$ cat src/rtl/sqrt_lane_pool.sv
// -----------------------------------------------------------------------------
// sqrt_lane_pool
//
// Pool of LANES identical iterative square-root lanes. Radicands are issued
// round-robin to the lanes and results are drained with the same rotation.
// Every lane has the same latency, so results leave in issue order together
// with the sideband payload that came in with their radicand.
//
// Optional build macro: SQRT_POOL_NEG_CLAMP_EN
//   defined   : in_radicand is two's complement. A negative radicand still
//               occupies a lane for the full latency and returns out_root=0,
//               out_neg=1.
//   undefined : in_radicand is unsigned and out_neg is tied to 0.
//
// Ports
//   clk, rst      clock, synchronous active-high reset
//   in_valid      radicand/sideband valid
//   in_ready      pool accepts this cycle (registered state only)
//   in_radicand   DATA_W radicand (Q36.28 at default width)
//   in_side       SIDE_W sideband payload
//   out_valid     result valid
//   out_ready     downstream accepts
//   out_root      DATA_W/2 floor(sqrt(radicand)) (Q18.14 at default width)
//   out_side      sideband payload of the same transaction
//   out_neg       radicand was negative (clamp build only)
//   lanes_busy    per-lane non-IDLE flag, debug view of the lane FSMs
//
// Handshake: a transfer happens on a rising edge where valid and ready are
// both 1. A source holds valid and its data stable until that edge; ready
// never depends combinationally on the valid of the same interface.
// -----------------------------------------------------------------------------
module sqrt_lane_pool #(
   parameter int DATA_W = 64,
   parameter int LANES  = 5,
   parameter int SIDE_W = 96
) (
   input  logic                clk,
   input  logic                rst,
   input  logic                in_valid,
   output logic                in_ready,
   input  logic [DATA_W-1:0]   in_radicand,
   input  logic [SIDE_W-1:0]   in_side,
   output logic                out_valid,
   input  logic                out_ready,
   output logic [DATA_W/2-1:0] out_root,
   output logic [SIDE_W-1:0]   out_side,
   output logic                out_neg,
   output logic [LANES-1:0]    lanes_busy
);

   localparam int HALF_W  = DATA_W / 2;
   localparam int REM_W   = HALF_W + 2;
   localparam int TRIAL_W = REM_W + 2;
   localparam int CNT_W   = $clog2(HALF_W + 1);
   localparam int PTR_W   = (LANES > 1) ? $clog2(LANES) : 1;

   typedef enum logic [1:0] {
      ST_IDLE = 2'd0,
      ST_RUN  = 2'd1,
      ST_DONE = 2'd2
   } lane_st_e;

   lane_st_e            st_q   [LANES];
   lane_st_e            st_d   [LANES];
   logic [DATA_W-1:0]   rad_q  [LANES];
   logic [DATA_W-1:0]   rad_d  [LANES];
   logic [REM_W-1:0]    rem_q  [LANES];
   logic [REM_W-1:0]    rem_d  [LANES];
   logic [HALF_W-1:0]   root_q [LANES];
   logic [HALF_W-1:0]   root_d [LANES];
   logic [CNT_W-1:0]    cnt_q  [LANES];
   logic [CNT_W-1:0]    cnt_d  [LANES];
   logic [SIDE_W-1:0]   side_q [LANES];
   logic [SIDE_W-1:0]   side_d [LANES];
   logic                neg_q  [LANES];
   logic                neg_d  [LANES];
   logic [TRIAL_W-1:0]  trial  [LANES];

   logic [PTR_W-1:0]    issue_ptr_q, issue_ptr_d;
   logic [PTR_W-1:0]    ret_ptr_q, ret_ptr_d;
   logic                accept;
   logic                retire;
   logic                in_neg;

`ifdef SQRT_POOL_NEG_CLAMP_EN
   assign in_neg  = in_radicand[DATA_W-1];
   assign out_neg = out_valid & neg_q[ret_ptr_q];
`else
   assign in_neg  = 1'b0;
   assign out_neg = 1'b0;
`endif

   assign in_ready  = (st_q[issue_ptr_q] == ST_IDLE);
   assign out_valid = (st_q[ret_ptr_q] == ST_DONE);
   assign accept    = in_valid & in_ready;
   assign retire    = out_valid & out_ready;

   // Outputs are forced to 0 when nothing is presented so an idle lane's
   // leftover result never shows on the bus.
   assign out_root = (out_valid && !neg_q[ret_ptr_q]) ? root_q[ret_ptr_q] : '0;
   assign out_side = out_valid ? side_q[ret_ptr_q] : '0;

   always_comb begin
      for (int i = 0; i < LANES; i++) begin
         lanes_busy[i] = (st_q[i] != ST_IDLE);
      end
   end

   always_comb begin
      issue_ptr_d = issue_ptr_q;
      ret_ptr_d   = ret_ptr_q;
      if (accept) begin
         issue_ptr_d = (issue_ptr_q == PTR_W'(LANES - 1)) ? '0 : issue_ptr_q + 1'b1;
      end
      if (retire) begin
         ret_ptr_d = (ret_ptr_q == PTR_W'(LANES - 1)) ? '0 : ret_ptr_q + 1'b1;
      end

      for (int i = 0; i < LANES; i++) begin
         st_d[i]   = st_q[i];
         rad_d[i]  = rad_q[i];
         rem_d[i]  = rem_q[i];
         root_d[i] = root_q[i];
         cnt_d[i]  = cnt_q[i];
         side_d[i] = side_q[i];
         neg_d[i]  = neg_q[i];

         // Restoring step: bring down the next two radicand bits and try to
         // subtract 4*root+1. The top two bits of the difference are 00 for a
         // non-negative result and 11 for a negative one.
         trial[i] = {rem_q[i], rad_q[i][DATA_W-1 -: 2]} - TRIAL_W'({root_q[i], 2'b01});

         case (st_q[i])
            ST_IDLE: begin
               if (accept && (issue_ptr_q == PTR_W'(i))) begin
                  st_d[i]   = ST_RUN;
                  rad_d[i]  = in_radicand;
                  side_d[i] = in_side;
                  neg_d[i]  = in_neg;
                  rem_d[i]  = '0;
                  root_d[i] = '0;
                  cnt_d[i]  = CNT_W'(HALF_W);
               end
            end
            ST_RUN: begin
               rad_d[i] = {rad_q[i][DATA_W-3:0], 2'b00};
               if (trial[i][TRIAL_W-1 -: 2] == 2'b00) begin
                  rem_d[i]  = trial[i][REM_W-1:0];
                  root_d[i] = {root_q[i][HALF_W-2:0], 1'b1};
               end else begin
                  // The partial remainder stays below 2^HALF_W, so its low
                  // HALF_W bits carry the whole value.
                  rem_d[i]  = {rem_q[i][REM_W-3:0], rad_q[i][DATA_W-1 -: 2]};
                  root_d[i] = {root_q[i][HALF_W-2:0], 1'b0};
               end
               cnt_d[i] = cnt_q[i] - 1'b1;
               if (cnt_q[i] == CNT_W'(1)) begin
                  st_d[i] = ST_DONE;
               end
            end
            ST_DONE: begin
               if (retire && (ret_ptr_q == PTR_W'(i))) begin
                  st_d[i] = ST_IDLE;
               end
            end
            default: begin
               st_d[i] = ST_IDLE;
            end
         endcase
      end
   end

   always_ff @(posedge clk) begin
      if (rst) begin
         issue_ptr_q <= '0;
         ret_ptr_q   <= '0;
         for (int i = 0; i < LANES; i++) begin
            st_q[i]   <= ST_IDLE;
            rad_q[i]  <= '0;
            rem_q[i]  <= '0;
            root_q[i] <= '0;
            cnt_q[i]  <= '0;
            side_q[i] <= '0;
            neg_q[i]  <= 1'b0;
         end
      end else begin
         issue_ptr_q <= issue_ptr_d;
         ret_ptr_q   <= ret_ptr_d;
         for (int i = 0; i < LANES; i++) begin
            st_q[i]   <= st_d[i];
            rad_q[i]  <= rad_d[i];
            rem_q[i]  <= rem_d[i];
            root_q[i] <= root_d[i];
            cnt_q[i]  <= cnt_d[i];
            side_q[i] <= side_d[i];
            neg_q[i]  <= neg_d[i];
         end
      end
   end

endmodule
$ cat config.mk
export PLATFORM = sky130hd
export DESIGN_NAME = sqrt_lane_pool
export DESIGN_NICKNAME = d
export VERILOG_FILES = /design/src/rtl/sqrt_lane_pool.sv
export SDC_FILE = /design/constraint.sdc
export NUM_CORES = 2
export LEC_CHECK = 0
export CAP_MARGIN = 20
export CORE_ASPECT_RATIO = 0.7
export CORE_MARGIN = 3
export CORE_UTILIZATION = 40
export CTS_CLUSTER_DIAMETER = 150
export DETAILED_ROUTE_END_ITERATION = 6
export MAX_ROUTING_LAYER = met4
export SETUP_SLACK_MARGIN = 0.2
export SLEW_MARGIN = 20
export SYNTH_ARGS = -nofsm -noshare
export SYNTH_HDL_FRONTEND = slang
export SYNTH_SLANG_ARGS = --single-unit
$ cat constraint.sdc
create_clock -name clk -period 8.8 [get_ports clk]
set_clock_uncertainty 0.2 [all_clocks]
set_input_delay 1.76 -clock clk [delete_from_list [all_inputs] [get_ports clk]]
set_output_delay 1.76 -clock clk [all_outputs]
set_load 0.01 [all_outputs]
-- Word-level counts from Yosys, hierarchy flattened
Memories as Yosys holds them, arrays and structs flattened. A register that Yosys moved wholly into a read port is not among the register bits.
Cells that the tools add are included.
- reductions and logical operators: 35
- add/sub/neg operators: 12
- bitwise logic cells: 37
- equal/unequal tests: 34
- mux-type cells: 142
- operators by type and width (cell ; count):
    two-way mux 96 bit ; 16
    two-way mux 64 bit ; 10
    one-hot mux 64 bit (2 select lines) ; 5
    two-way mux 34 bit ; 15
    two-way mux 32 bit ; 11
    one-hot mux 34 bit (2 select lines) ; 5
    one-hot mux 32 bit (2 select lines) ; 5
    subtractor 36 x 34 -> 36 bit ; 5
    two-way mux 6 bit ; 10
    one-hot mux 6 bit (2 select lines) ; 5
    two-way mux 2 bit ; 20
    two-way mux 3 bit ; 12
    OR 1 bit ; 35
    equality test 6 x 1 -> 1 bit (second input constant) ; 5
    one-hot mux 2 bit (3 select lines) ; 5
    subtractor 6 x 1 -> 6 bit (second input constant) ; 5
    two-way mux 1 bit ; 23
    logical NOT 2 bit ; 11
    AND reduction 3 bit ; 5
    equality test 2 bit (second input constant) ; 6
    equality test 3 x 2 -> 1 bit (second input constant) ; 4
    logical AND 1 bit ; 11
    equality test 2 x 1 -> 1 bit (second input constant) ; 5
    inequality test 2 bit (second input constant) ; 5
    other kinds (8) ; 21
- memories: 7
- register bits: 6
- bits in writable memories: 1175
- memory list (memory ; depth ; bits a word ; rd ports ; clocked after memory_dff ; wr ports ; RTL line ; source):
    side_q ; 5 ; 96 ; 1 ; 1 ; 5 ; 73 ; logic [SIDE_W-1:0] side_q [LANES];
    rad_q ; 5 ; 64 ; 5 ; 0 ; 5 ; 65 ; logic [DATA_W-1:0] rad_q [LANES];
    rem_q ; 5 ; 34 ; 5 ; 0 ; 5 ; 67 ; logic [REM_W-1:0] rem_q [LANES];
    root_q ; 5 ; 32 ; 6 ; 1 ; 5 ; 69 ; logic [HALF_W-1:0] root_q [LANES];
    cnt_q ; 5 ; 6 ; 5 ; 0 ; 5 ; 71 ; logic [CNT_W-1:0] cnt_q [LANES];
    st_q ; 5 ; 2 ; 7 ; 2 ; 5 ; 63 ; lane_st_e st_q [LANES];
    1 more memories ; - ; - ; - ; - ; - ; - ;

-- Logic depth before layout (Yosys ltp)
- word-level depth: 6
- mapped depth: 15
- depth with buffers taken out: 12

-- Worst setup path after synthesis
No wires, ideal clock.
- kind: in2reg
- start point: in rst
- end point: mem side_q[3][0], enable pin
- stages on the path: 4
- data required time: 8.126 ns
- arrival time: 4.862 ns
- path slack: 3.264 ns
- path buffers: 3
- setup time: 0.474 ns
- cells stage by stage: buf_2 -> clkbuf_1 -> clkbuf_1 -> nand2b_1
- RTL lines (element ; RTL line ; source):
    from (decl) ; 38 ; input logic rst,
    to (decl) ; 73 ;

==> results.json <==
{
  "die_w_um": 459.8,
  "syn_inst": 5713,
  "viasPerCell": 5.502,
  "ys_ff_latch": 1182,
  "pre_cts_slack_ns": 2.868,
  "fin_area_um2": 65920,
  "grt_pass1_vias": 39698,
  "p_seq_share_pct": 35.4,
  "start_util_pct": 40.65,
  "yosysWarnings": 0,
  "antenna_found_initial": 13,
  "path_max_fanout": 82,
  "p_clk_share_pct": 24.5,
  "totalWireLength_um": 162200,
  "grt_max_degree": 150,
  "clockBufferDepth": 3,
  "multi_input_area_um2": 26870,
  "path_buf_inv": 3,
  "drtIter0Drc": 3977,
  "place_hpwl_um": 110700,
  "cts_resized": 0,
  "setup_slack_ns": 2.146,
  "placed_area_um2": 62030,
  "gp_congestion": 0.9199,
  "path_delay_family": "buffers and inverters",
  "syn2layout_area_growth_pct": 14.30,
  "fmax_ghz": 0.1503,
  "drtAntennaViolNets": 0,
  "ff_latch_area_um2": 28480,
  "cts_buffers": 114,
  "ys_types": 92,
  "fp.dieH_um": 323.7,
  "core_area_um2": 141900,
  "clkSlewWorstSetupHoldPaths_ns": 0.06,
  "switching_share_pct": 37.18,
  "path_class": "reg -> out",
  "crit_chain": "buf_4 > o21a_4 > buf_4 > nor2_1 > clkdlybuf4s50_1",
  "clock_sinks": 1182,
  "postCtsSetupRepairBufs": 0,
  "clk-insertion-delay-late_ns": 0.75,
  "power_density_nw_per_um2": 312.4,
  "drcViolationCount": 0,
  "port-buffer-count": 298,
  "n_fill_cell": 13115,
  "report.final.slew_viol_count": 0,
  "slowest_stage": "o21a_4",
  "grt.total_usage_pct": 21.92,
  "min_period_over_period_pct": 75.62,
  "ys_dominant_reg_cell": "dfxtp_1",
  "hold_viol_final": 0,
  "outcome": "finished, final reports clean",
  "cp-end-kind": "output port",
  "hold_buffers": 0,
  "start_kind": "flop",
  "tritoncts": "done",
  "grt_setup_unrepaired": "false",
  "finalSetupTns_ns": 0,
  "rows": 115,
  "crit_arrival_ns": 4.69,
  "synth_edf_count": 480,
  "final_util_pct": 46.46,
  "worst-endpoint-required_ns": 6.84,
  "setup_viol": 0,
  "hold_slack_ns": 0.2677,
  "max-slew-margin-rel_pct": 23.54,
  "power_switching_mw": 7.657,
  "htreeDepth": 3,
  "cpMostUsedCell": "buf_4",
  "leakagePower_nw": 23.96,
  "slowest_delay_ns": 0.90,
  "pwr-share-comb_pct": 40.1,
  "ir_worst_vdd_mv": 0.5289,
  "tightest_slew_ns": 1.147,
  "netlist_area_um2": 57670,
  "wire_per_inst_um": 20.84,
  "holdCritPathClass": "reg -> reg",
  "avgSynthCellArea_um2": 10.09,
  "maxCapViolations": 0,
  "drive_gt1_share_pct": 7.229,
  "grt_pass1_wl_um": 247600,
  "vias": 42808,
  "first_pass_iters": 6,
  "grt.overflow.total": 0,
  "layout.nets": 6146,
  "top_level_ports": 300,
  "power.internal_mw": 12.94,
  "dieArea_um2": 148800,
  "synth_async_sr_flop_share_pct": 0,
  "clockRootBuffer": "clkbuf_16",
  "period_needed_ns": 6.654,
  "syn-num-nets": 6062,
  "ys_seq_area_share_pct": 49.37
}
[area by class of cell]
cell class	count	share of cell area, %
Clock inverter	50	0.9225
Timing Repair Buffer	353	5.203
Multi-Input combinational cell	3900	40.77
Inverter	246	1.401
Clock buffer	162	4.892
Antenna cell	15	0.05695
Sequential cell	1182	43.20
Tap cell	1872	3.553
[metal layers]
layer / GRT usage, % / up-vias / routed length [µm]
li1: - / 20861 / -
met4: 5.991 / 0 / 3885
met1: 32.26 / 20531 / 78880
met2: 29.98 / 1221 / 67430
met3: 4.917 / 195 / 11980
met5: - / - / 0
[tightest hold or removal path: stages, from the launching register on]
cell and delay [ns]:
dfxtp_1 0.32, nand2_1 0.05, o21ai_1 0.05
[state kept, by name, summed over array words and instances, names as in the netlist, named ones only]
| name | count |
|---|---|
| side_q | 480 |
| rad_q | 320 |
| rem_q | 170 |
| root_q | 160 |
| cnt_q | 30 |
| st_q | 10 |
| issue_ptr_q | 3 |
| ret_ptr_q | 3 |
[cells in the final DEF (no fill, tap or decap), drive strengths merged, types with 24 or more instances in the layout]
cell type / netlist / routed
inv: 246 / 248
nor3: 38 / 38
clkbuf: 293 / 162
ha: 185 / 185
o211ai: 39 / 39
nand3: 40 / 40
o21ai: 312 / 312
a311oi: 192 / 192
xnor2: 116 / 116
nand2: 773 / 773
a22oi: 74 / 74
mux2i: 383 / 383
and2: 109 / 109
xor2: 49 / 49
buf: 92 / 56
a21o: 84 / 84
mux4: 129 / 129
a21oi: 183 / 183
a211oi: 144 / 144
a31oi: 33 / 33
edfxtp: 480 / 480
clkinv: 0 / 32
dfxtp: 702 / 702
o21bai: 24 / 24
o311ai: 32 / 32
clkdlybuf4s50: 0 / 297
nor2: 667 / 667
[kinds of logic after synthesis]
family / share of synthesized area, %
XOR/XNOR: 2.506
buffers and inverters: 4.400
flip-flops: 49.37
AO/OA/AOI/OAI: 14.82
other: 0.006503
adder cells (fa/ha/maj): 4.014
multiplexers: 11.74
AND/OR/NAND/NOR: 13.15
[through the flow]
stage | total power, mW | std cells
after floorplan | 13.40 | 5713
after global placement | 15.50 | 7552
after detailed placement | 15.56 | 7552
after CTS | 20.66 | 7764
after global routing | 21.81 | 7778
final | 20.60 | 7780
[synth_stat cells, drive strengths merged (12+ instances only)]
| cell type | count | share of area, % |
|---|---|---|
| or2 | 15 | 0.17 |
| buf | 92 | 0.89 |
| xor2 | 49 | 0.74 |
| o311ai | 32 | 0.49 |
| nor2 | 667 | 4.3 |
| a211oi | 144 | 1.9 |
| nand2 | 773 | 5.0 |
| nor3 | 38 | 0.34 |
| and3 | 19 | 0.21 |
| o31ai | 22 | 0.31 |
| xnor2 | 116 | 1.8 |
| and2 | 109 | 1.2 |
| dfxtp | 702 | 24 |
| o21a | 22 | 0.29 |
| edfxtp | 480 | 25 |
| a311oi | 192 | 2.9 |
| nor2b | 18 | 0.20 |
| a22oi | 74 | 0.96 |
| nand4 | 22 | 0.24 |
| a31oi | 33 | 0.39 |
| nand3 | 40 | 0.35 |
| o211ai | 39 | 0.51 |
| inv | 246 | 1.6 |
| clkbuf | 293 | 1.9 |
| mux4 | 129 | 5.0 |
| a21boi | 12 | 0.16 |
| ha | 185 | 4.0 |
| nand2b | 23 | 0.25 |
| nor4 | 22 | 0.24 |
| mux2i | 383 | 6.6 |
| a21oi | 183 | 1.6 |
| and4 | 12 | 0.18 |
| o21bai | 24 | 0.31 |
| o21ai | 312 | 2.7 |
| a21o | 84 | 1.1 |
[power by group through the flow]
stage	Combinational, mW	Sequential, mW	Clock, mW
after global routing	9.03	7.38	5.40
after floorplan	6.18	7.22	0
after detailed placement	8.16	7.40	0
after CTS	8.21	7.28	5.17
final	8.26	7.28	5.05
after global placement	8.14	7.37	0
[path summary, 6_finish.rpt]
check	startpoint	slack, ns	to	depth (start not counted)
worst max-delay path	flop	2.15	out_side[0]	5
worst min-delay path	rem_q[0][42]$_SDFFE_PP0P_	0.27	rem_q[0][42]$_SDFFE_PP0P_	2
worst max register to register	root_q[0][12]$_SDFFE_PP0P_	3.98	rem_q[0][23]$_SDFFE_PP0P_	13
worst min register to register	rem_q[0][42]$_SDFFE_PP0P_	0.27	rem_q[0][42]$_SDFFE_PP0P_	2
Note: power is estimated with default switching activity, not from simulation.
